### config.mk
export PLATFORM = sky130hd
export DESIGN_NAME = hamster_led_hold
export DESIGN_NICKNAME = d
export VERILOG_FILES = /design/src/rtl/hamster_pkg.sv /design/src/rtl/hamster_hole_fsm.sv /design/src/rtl/hamster_led_hold.sv
export SDC_FILE = /design/constraint.sdc
export NUM_CORES = 1
export LEC_CHECK = 0
export BUFFER_PORTS_ARGS = -buffer_cell sky130_fd_sc_hd__buf_4
export CAP_MARGIN = 20
export CORE_MARGIN = 4
export CORE_UTILIZATION = 40
export CTS_CLUSTER_SIZE = 28
export DETAILED_ROUTE_END_ITERATION = 16
export GPL_ROUTABILITY_DRIVEN = 0
export SYNTH_ARGS = -nofsm -noshare
export SYNTH_HDL_FRONTEND = slang
export SYNTH_SLANG_ARGS = --single-unit
### constraint.sdc
create_clock -name clk_100 -period 2.09 [get_ports clk_100]
set_clock_uncertainty 0.1 [all_clocks]
set_input_delay 0.1045 -clock clk_100 [delete_from_list [all_inputs] [get_ports clk_100]]
set_output_delay 0.1045 -clock clk_100 [all_outputs]
set_load 0.05 [all_outputs]
### src/rtl/hamster_pkg.sv
// Shared types and default constants for the whack-a-mole pulse-to-level stage.
// Optional feature macro: HAMSTER_SPEEDUP_EN (adds a level input that shortens pop-up time).
package hamster_pkg;

   typedef enum logic [1:0] {
      IDLE = 2'd0,
      UP   = 2'd1,
      COOL = 2'd2
   } hole_state_t;

   localparam int unsigned N_HOLES_DEF    = 10;
   localparam int unsigned PRESCALE_DEF   = 100000;
   localparam int unsigned UP_TICKS_DEF   = 1500;
   localparam int unsigned COOL_TICKS_DEF = 200;

   function automatic int unsigned umax(input int unsigned a, input int unsigned b);
      return (a > b) ? a : b;
   endfunction

endpackage

### src/rtl/hamster_hole_fsm.sv
// One hole: IDLE/UP/COOL state with a tick down-counter and registered LED and event pulses.
module hamster_hole_fsm
   import hamster_pkg::*;
#(
   parameter int unsigned CW         = 8,
   parameter int unsigned COOL_TICKS = COOL_TICKS_DEF
) (
   input  logic          clk_100,
   input  logic          rst,
   input  logic          game_en,
   input  logic          tick,
   input  logic          spawn,
   input  logic          hit,
   input  logic [CW-1:0] load_val,
   output logic          led,
   output logic          hit_ev,
   output logic          miss_ev,
   output logic          wrong_ev,
   output logic          active
);

   hole_state_t   state;
   logic [CW-1:0] cnt;

   // A tick arriving in the same cycle as a spawn or a hit is absorbed by the reload.
   always_ff @(posedge clk_100) begin
      if (rst || !game_en) begin
         state    <= IDLE;
         cnt      <= '0;
         led      <= 1'b0;
         hit_ev   <= 1'b0;
         miss_ev  <= 1'b0;
         wrong_ev <= 1'b0;
         active   <= 1'b0;
      end else begin
         hit_ev   <= 1'b0;
         miss_ev  <= 1'b0;
         wrong_ev <= 1'b0;
         case (state)
            IDLE: begin
               if (spawn) begin
                  state  <= UP;
                  cnt    <= load_val;
                  led    <= 1'b1;
                  active <= 1'b1;
               end else if (hit) begin
                  wrong_ev <= 1'b1;
               end
            end
            UP: begin
               if (hit) begin
                  state  <= COOL;
                  cnt    <= CW'(COOL_TICKS);
                  led    <= 1'b0;
                  hit_ev <= 1'b1;
               end else if (tick) begin
                  if (cnt <= CW'(1)) begin
                     state   <= COOL;
                     cnt     <= CW'(COOL_TICKS);
                     led     <= 1'b0;
                     miss_ev <= 1'b1;
                  end else begin
                     cnt <= cnt - CW'(1);
                  end
               end
            end
            COOL: begin
               if (hit) begin
                  wrong_ev <= 1'b1;
               end
               if (tick) begin
                  if (cnt <= CW'(1)) begin
                     state  <= IDLE;
                     cnt    <= '0;
                     active <= 1'b0;
                  end else begin
                     cnt <= cnt - CW'(1);
                  end
               end
            end
            default: begin
               state  <= IDLE;
               cnt    <= '0;
               led    <= 1'b0;
               active <= 1'b0;
            end
         endcase
      end
   end

endmodule

### src/rtl/hamster_led_hold.sv
// Spawn/whack pulses to held LED levels and per-hole hit/miss/wrong events.
// Optional feature macro: HAMSTER_SPEEDUP_EN (adds level[1:0], pop-up load = max(UP_TICKS >> level, 1)).
module hamster_led_hold
   import hamster_pkg::*;
#(
   parameter int unsigned N_HOLES    = N_HOLES_DEF,
   parameter int unsigned PRESCALE   = PRESCALE_DEF,
   parameter int unsigned UP_TICKS   = UP_TICKS_DEF,
   parameter int unsigned COOL_TICKS = COOL_TICKS_DEF
) (
   input  logic               clk_100,
   input  logic               rst,
   input  logic               game_en,
   input  logic [N_HOLES-1:0] spawn_pulse,
   input  logic [N_HOLES-1:0] hit_pulse,
`ifdef HAMSTER_SPEEDUP_EN
   input  logic [1:0]         level,
`endif
   output logic [N_HOLES-1:0] led_cont,
   output logic [N_HOLES-1:0] hit_vec,
   output logic [N_HOLES-1:0] miss_vec,
   output logic [N_HOLES-1:0] wrong_vec,
   output logic               busy
);

   localparam int unsigned TW = (PRESCALE > 1) ? $clog2(PRESCALE) : 1;
   localparam int unsigned CW = $clog2(umax(UP_TICKS, COOL_TICKS) + 1);

   logic [TW-1:0]      pre_cnt;
   logic               tick;
   logic [CW-1:0]      load_val;
   logic [N_HOLES-1:0] hole_active;

   // Game-tick prescaler; free-running regardless of game_en.
   always_ff @(posedge clk_100) begin
      if (rst) begin
         pre_cnt <= '0;
      end else if (pre_cnt == TW'(PRESCALE - 1)) begin
         pre_cnt <= '0;
      end else begin
         pre_cnt <= pre_cnt + TW'(1);
      end
   end

   assign tick = (pre_cnt == TW'(PRESCALE - 1));

`ifdef HAMSTER_SPEEDUP_EN
   // Higher levels shorten the pop-up, never below one tick.
   always_comb begin
      load_val = CW'(UP_TICKS >> level);
      if (load_val == '0) begin
         load_val = CW'(1);
      end
   end
`else
   assign load_val = CW'(UP_TICKS);
`endif

   for (genvar i = 0; i < N_HOLES; i++) begin : g_hole
      hamster_hole_fsm #(
         .CW         (CW),
         .COOL_TICKS (COOL_TICKS)
      ) u_hole (
         .clk_100  (clk_100),
         .rst      (rst),
         .game_en  (game_en),
         .tick     (tick),
         .spawn    (spawn_pulse[i]),
         .hit      (hit_pulse[i]),
         .load_val (load_val),
         .led      (led_cont[i]),
         .hit_ev   (hit_vec[i]),
         .miss_ev  (miss_vec[i]),
         .wrong_ev (wrong_vec[i]),
         .active   (hole_active[i])
      );
   end

   // OR of per-hole registered activity flags.
   assign busy = |hole_active;

endmodule
==> reports/qor.txt, run 1 <==
Status - finished, violations left
Failing checks - setup timing
# fillers - 2362
Root Driver - clkbuf_16
Area after DPL - 0.0127 sq mm
Longest Clk Path Bufs - 2
Seq/Total Area, Yosys - 36.8%
Avg Synthesized Cell Area - 7.67 sq um
Die area - 0.0295 sq mm
Core area - 0.0262 sq mm
Final min period - 2.24 ns
Global-route track usage on met3 - 2.87%
Post-synth top area share - 36.8%
I/O Buffers - 63
Placed Cells - 1901
Worst hold path stage count - 5
Final worst slack - -0.149 ns
Wire per inst - 15.7 um
Leakage power total - 5.85 nW
Met2 GRT Util - 34.2%
GR Overflow Total - 0
Met1 GRT Util - 27.4%
Crit share post-route - 107%
Crit end category - flop
Post-synth EDFFs - 0
N_diodes - 0
Number of global-route vias before repair - 10367
Unrepaired setup endpoints after global routing - yes
Reg2Reg Depth - 10
Worst-Skew Late Latency - 0.43 ns
Startpoint Class - flop
Num CTS Buffers - 17
Most frequent cells in the layout - buf_4, dfxtp_1, nor2_1, nand2_1, a21oi_1
H-Tree Depth - 4
GRT Max-Usage Layer - met2
Starting Density - 40.9%
Gr usage total - 20.4%
Synthesized area - 0.0107 sq mm
Largest net degree at the start of global routing - 29
Final Non-Filler Cells - 1988
Min-delay src - spawn_pulse[5]
Worst-case hold path end point - g_hole[5].u_hole.state[1]
Max-cap violations - 0
DRC - 0
Tot Pwr - 9.58 mW
Slew headroom - 53.6%
Site Rows - 59
Share of cells above drive strength 1 - 31.2%
Final Max Tran Viols - 0
Commonest non-fill, non-tap cell in the layout - buf_4
CTS sink cnt - 197
Clk slew on worst S/H paths - 0.07 ns
Dominant cells by area after synthesis - dfxtp_1, nor2_1, a21oi_1, o21ai_0, nand2_1
R2r setup slk - -0.15 ns
Final instance area - 0.0147 sq mm
Drt total wl - 31100 um
Final Hold Viols - 0
Worst path arrival time - 2.47 ns
RR Startpoint - pre_cnt[1]
WS Path Type - reg2reg
Die width - 172 um
Power Dens Cells - 651 mW/mm^2
CP Max Fanout - 8
Worst R2R End - g_hole[2].u_hole.cnt[9]
I/O pins - 64
Fin util - 56.1%
Post-synth top area cell - dfxtp_1
Hold WC Path Type - in2reg
Worst EP required - 2.32 ns
P&R area growth vs syn - 37.3%
Async S/R FF share, synth - 0%
Max VDD drop - 533 uV
CTS tree - yes
Vias/cell - 5.52
YS warnings - 0
Antenna violations before repair - 0
Flops & latches, synth - 197
Syn Inst Count - 1397
Router iterations before antenna repair - 5
Netlist cell types - 83
DP Worst Slack - -0.187 ns
Main synth FF type - dfxtp_1
Vias - 10983
Nets - 1684
DRT antenna net count - 0
Detailed-placement wirelength estimate - 21600 um
First DRT Iteration DRCs - 785
Syn nets - 1441
Die Y - 172 um
FMAX - 447 MHz
Setup violators final - 43
Worst Tran Pin Value - 0.688 ns
First-pass GRT wire length - 50000 um
how the worst max path moves through the flow:
| stage | from | end | slack (ns) | cells after the start |
|---|---|---|---|---|
| finish | pre_cnt[1] | g_hole[2].u_hole.cnt[9] | -0.15 | 10 |
| global route | pre_cnt[1] | g_hole[2].u_hole.cnt[7] | -0.25 | 11 |
| CTS | pre_cnt[14] | g_hole[3].u_hole.cnt[9] | -0.12 | 9 |
| detailed placement | pre_cnt[1] | g_hole[3].u_hole.cnt[9] | -0.19 | 9 |
| global placement | pre_cnt[1] | g_hole[3].u_hole.cnt[9] | -0.14 | 9 |
| floorplan | g_hole[2].u_hole.cnt[6] | g_hole[2].u_hole.cnt[9] | -0.06 | 7 |
repair_timing:
action,CTS,global route
hold buffers,22,0
setup buffers,4,26
pin swaps,5,94
endpoints found under the hold margin,42,0
cloned,1,2
resized for setup,37,218
endpoints found under the setup margin,105,132
registers in the layout, indices dropped and copies added, names as in the netlist:
register                count
g_hole.u_hole.cnt         110
g_hole.u_hole.state        20
pre_cnt                    17
g_hole.u_hole.active       10
g_hole.u_hole.hit_ev       10
g_hole.u_hole.led          10
g_hole.u_hole.miss_ev      10
g_hole.u_hole.wrong_ev     10
cells in the mapped netlist (7+ instances only):
cell	number
nor2_1	181
xnor2_1	12
a211oi_1	14
and3_1	13
o21ai_0	101
a31oi_1	30
nor4_1	31
inv_1	49
ha_1	21
nor2b_1	27
o21a_1	9
or4_1	10
o22ai_1	16
o211ai_1	11
nand3_1	32
or3_1	22
nand4_1	10
or2_2	10
xor2_1	15
nor3_1	78
o21ai_1	8
dfxtp_1	197
nor3b_1	12
o31ai_1	8
buf_4	41
a22oi_1	9
clkbuf_1	47
a2bb2oi_1	7
nand2b_1	15
a21oi_1	118
nand2_1	120
cell families after synthesis:
group	synth area share (%)
and+or+nand+nor	27.3
AOI/OAI and AO/OA	24.1
DFF	36.8
buffers and inverters	6.68
xor gates and xnor gates	2.21
adders and majority gates	2.45
muxes	0.374
worst max-delay path, stage by stage, from the launching register on:
cell and delay [ns]:
dfxtp_2 0.35, ha_4 0.13, and4_4 0.24, buf_6 0.11, nand4_4 0.14, buf_12 0.20
buf_4 0.15, o21ai_4 0.16, and2_4 0.23, o21ai_2 0.06, a32o_1 0.25
stage by stage:
stage | TNS (ns) | hold slack (ns)
6_report | -2.95 | 0.0328
5_1_grt | -8.08 | 0.0778
4_1_cts | -2.81 | 0.0145
3_5_place_dp | -7.74 | 0.247
3_3_place_gp | -3.88 | 0.247
2_1_floorplan | -0.115 | 0.0769
power breakdown:
part           total [mW]  internal, mW  leakage (nW)  switching (mW)
clock network        3.36          1.88         0.289            1.48
logic                2.14         0.955          3.95            1.18
registers            4.08          3.91          1.61           0.167
total                9.58          6.75          5.85            2.83
layer usage:
layer | share of wire (%) | wire (um) | up-vias
met1 | 47 | 14700 | 5231
met2 | 48 | 14900 | 195
met4 | 1.4 | 450 | 0
met3 | 3.3 | 1010 | 25
li1 | - | - | 5532
met5 | 0 | 0 | -
final cells by class:
| cell class | instances | area, sq um | area share, % |
|---|---|---|---|
| clock inverters | 9 | 116 | 0.791 |
| repair buffers | 319 | 2620 | 17.8 |
| flip-flops and latches | 197 | 3960 | 26.9 |
| clock buffers | 23 | 478 | 3.25 |
| inverters | 49 | 184 | 1.25 |
| well taps | 335 | 419 | 2.85 |
| multi-input cells | 1056 | 6940 | 47.1 |
(Power assumes the default switching activity.)
==> run 2: changes to the inputs <==
Settings changed: ABC_AREA set to 1, CORE_MARGIN 4 to unset.
==> reports/qor.txt, run 2 <==
Status - complete, no violations
YS warnings - 0
# fillers - 2852
Max VDD drop - 471 uV
Post-synthesis simple-gate area fraction - 35.4%
Worst path arrival time - 2.28 ns
CTS tree - yes
Worst-case hold path end point - pre_cnt[15]
Dominant cells by area after synthesis - dfxtp_1, nand2_1, nor2_1, inv_1, a21oi_1
Unrepaired setup endpoints after global routing - yes
R2r setup slk - 0.03 ns
Vias/cell - 4.87
Post-synth top area cell - dfxtp_1
CP max stage cell - dfxtp_2
Crit path cell chain - ha_4 -> nand2_4 -> nor2_4 -> nand3_4 -> nor2_8 -> nand2_8 -> buf_6 -> nand2_4 -> nand2_4 -> nand2_4 -> clkinvlp_4 -> o21ai_1 -> a21oi_1
Multiplexer area fraction after synthesis - 0%
Longest Clk Path Bufs - 2
Synthesized area - 0.0114 sq mm
Max-cap violations - 0
Commonest non-fill, non-tap cell in the layout - nand2_1
CP Max Fanout - 8
Largest net degree at the start of global routing - 34
Detailed-placement wirelength estimate - 21000 um
Root Driver - clkbuf_16
Slew headroom - 67.2%
Wire per inst - 12.7 um
Worst EP required - 2.31 ns
Biggest regs - g_hole.u_hole.cnt x110, g_hole.u_hole.state x20, pre_cnt x17
Clk slew on worst S/H paths - 0.07 ns
Max stage delay on crit path - 0.36 ns
Post-synth top area share - 34.7%
Starting Density - 40.8%
Max FFs per register - 110
H-Tree Depth - 4
Worst-Skew Late Latency - 0.43 ns
Worst R2R End - g_hole[2].u_hole.cnt[0]
N_diodes - 0
First DRT Iteration DRCs - 647
RR Startpoint - pre_cnt[1]
Global-route track usage on met3 - 2.57%
Reg with most FFs - g_hole.u_hole.cnt
Setup violators final - 0
Worst hold path stage count - 5
Worst path most repeated cell - nand2_4
DRC - 0
Syn Inst Count - 1730
Syn nets - 1774
Number of global-route vias before repair - 9732
Hold WC Path Type - in2reg
Most frequent cells after synthesis - nand2_1, nor2_1, dfxtp_1
Most numerous cell in the Yosys netlist - nand2_1
Final Max Tran Viols - 0
Reg2Reg Depth - 13
Share of cells above drive strength 1 - 12.5%
Drt total wl - 28100 um
I/O pins - 64
Flops & latches, synth - 197
Xor-xnor portion of the synthesized cell area - 5.39%
DRT antenna net count - 0
Antenna violations before repair - 0
First-pass GRT wire length - 46300 um
Site Rows - 61
Avg Synthesized Cell Area - 6.58 sq um
Nets - 1867
Post-synthesis compound-gate area fraction - 11.1%
Final Hold Viols - 0
Crit end category - flop
Num CTS Buffers - 17
Met2 GRT Util - 32.5%
Vias - 10792
GR Overflow Total - 0
Die area - 0.0291 sq mm
Gr usage total - 19.6%
Startpoint Class - flop
CTS sink cnt - 197
Die Y - 171 um
P&R area growth vs syn - 16.3%
Setup TNS - 0 ns
Worst Tran Pin Value - 0.487 ns
Crit share post-route - 98.5%
FMAX - 486 MHz
Die width - 171 um
Post-synth EDFFs - 0
Router iterations before antenna repair - 6
GRT Max-Usage Layer - met2
Largest family of logic cells by synthesized area - simple AND/OR/NAND/NOR gates
Leakage power total - 6.12 nW
Netlist cell types - 50
Critical path's top delay family - simple AND/OR/NAND/NOR gates
Final worst slack - 0.0309 ns
Final min period - 2.06 ns
Worst Path Buf+Inv - 2
Power Dens Cells - 748 mW/mm^2
I/O Buffers - 63
DP Worst Slack - -0.0609 ns
Met1 GRT Util - 25.9%
Main synth FF type - dfxtp_1
Adder-Cell Fraction of Synth Area - 2.31%
Worst hold slack - 0.0251 ns
WS Path Type - reg2reg
Seq/Total Area, Yosys - 34.7%
Core area - 0.0279 sq mm
Async S/R FF share, synth - 0%
Most frequent cells in the layout - nand2_1, nor2_1, dfxtp_1, inv_1, a21oi_1
Min-delay src - rst
run 2: cell types whose count changed in the layout (fill, tap and decap cells not counted), sizes merged, moves of 32 or more:
cell	delta
buf	-169
inv	+146
nand2	+358
nand3	+62
nor2	+70
nor3	-38
o21ai	-32
xor2	+33
run 2: area by class of cell:
cell class	instances	area, sq um	share of cell area, %
sequential	197	3950	29.8
clock inverter	10	97.6	0.738
clock buffer	22	464	3.51
multi-input combinational	1259	6270	47.4
tap	378	473	3.58
inverter	199	764	5.78
timing repair buffer	148	1200	9.10
timing repair inverter	1	7.51	0.0568
run 2: worst max path at each step:
stage | cells after the start | endpoint | start | slack, ns
global route | 14 | g_hole[2].u_hole.cnt[9] | pre_cnt[1] | -0.03
detailed placement | 15 | g_hole[4].u_hole.cnt[9] | pre_cnt[0] | -0.06
global placement | 15 | g_hole[4].u_hole.cnt[9] | pre_cnt[0] | -0.005
floorplan | 14 | g_hole[4].u_hole.cnt[8] | pre_cnt[0] | 0.16
CTS | 13 | g_hole[2].u_hole.cnt[0] | pre_cnt[0] | -0.002
finish | 13 | g_hole[2].u_hole.cnt[0] | pre_cnt[1] | 0.03
run 2: logic make-up (layout without fill, tap and decap cells):
family	count (synthesis)	after routing
flops	197	197
fa+ha+maj	21	21
compound gates	238	238
simple gates	930	930
buf+inv	274	380
xor+xnor	70	70
run 2: repair_timing:
| item | in CTS | in global routing |
|---|---|---|
| resized for setup | 4 | 45 |
| endpoints found under the setup margin | 12 | 111 |
| pin swaps | 0 | 8 |
| hold buffers | 21 | 0 |
| setup buffers | 0 | 6 |
| gates cloned | 0 | 1 |
| endpoints found under the hold margin | 47 | 0 |
run 2: worst register-to-register path, stage by stage (launching register included):
cell and delay, ns:
dfxtp_2 0.36, ha_4 0.16, nand2_4 0.05, nor2_4 0.13, nand3_4 0.11, nor2_8 0.16, nand2_8 0.12, buf_6 0.16
nand2_4 0.06, nand2_4 0.05, nand2_4 0.12, clkinvlp_4 0.18, o21ai_1 0.16, a21oi_1 0.05
run 2: power breakdown:
part | switching [mW] | total, mW | internal (mW)
clock | 1.47 | 3.19 | 1.72
combinational | 1.61 | 2.56 | 0.948
sequential | 0.192 | 4.13 | 3.94
run 2: per-stage QoR:
stage | util (%) | total power [mW] | instance area, sq um | cells
after floorplan | - | 6.09 | 11400 | 1730
after global placement | 44.0 | 6.64 | 12300 | 2154
after detailed placement | 44.0 | 6.66 | 12300 | 2154
after CTS | 46.8 | 9.90 | 13000 | 2207
after global routing | 47.5 | 10.5 | 13200 | 2214
final | 47.5 | 9.89 | 13200 | 2214
run 2: routing by layer:
metal  vias up  part of all wire [%]
li1       5675                     -
met1      4873                    49
met2       199                    46
met3        45                   2.9
met4         0                   2.3
met5         -                     0
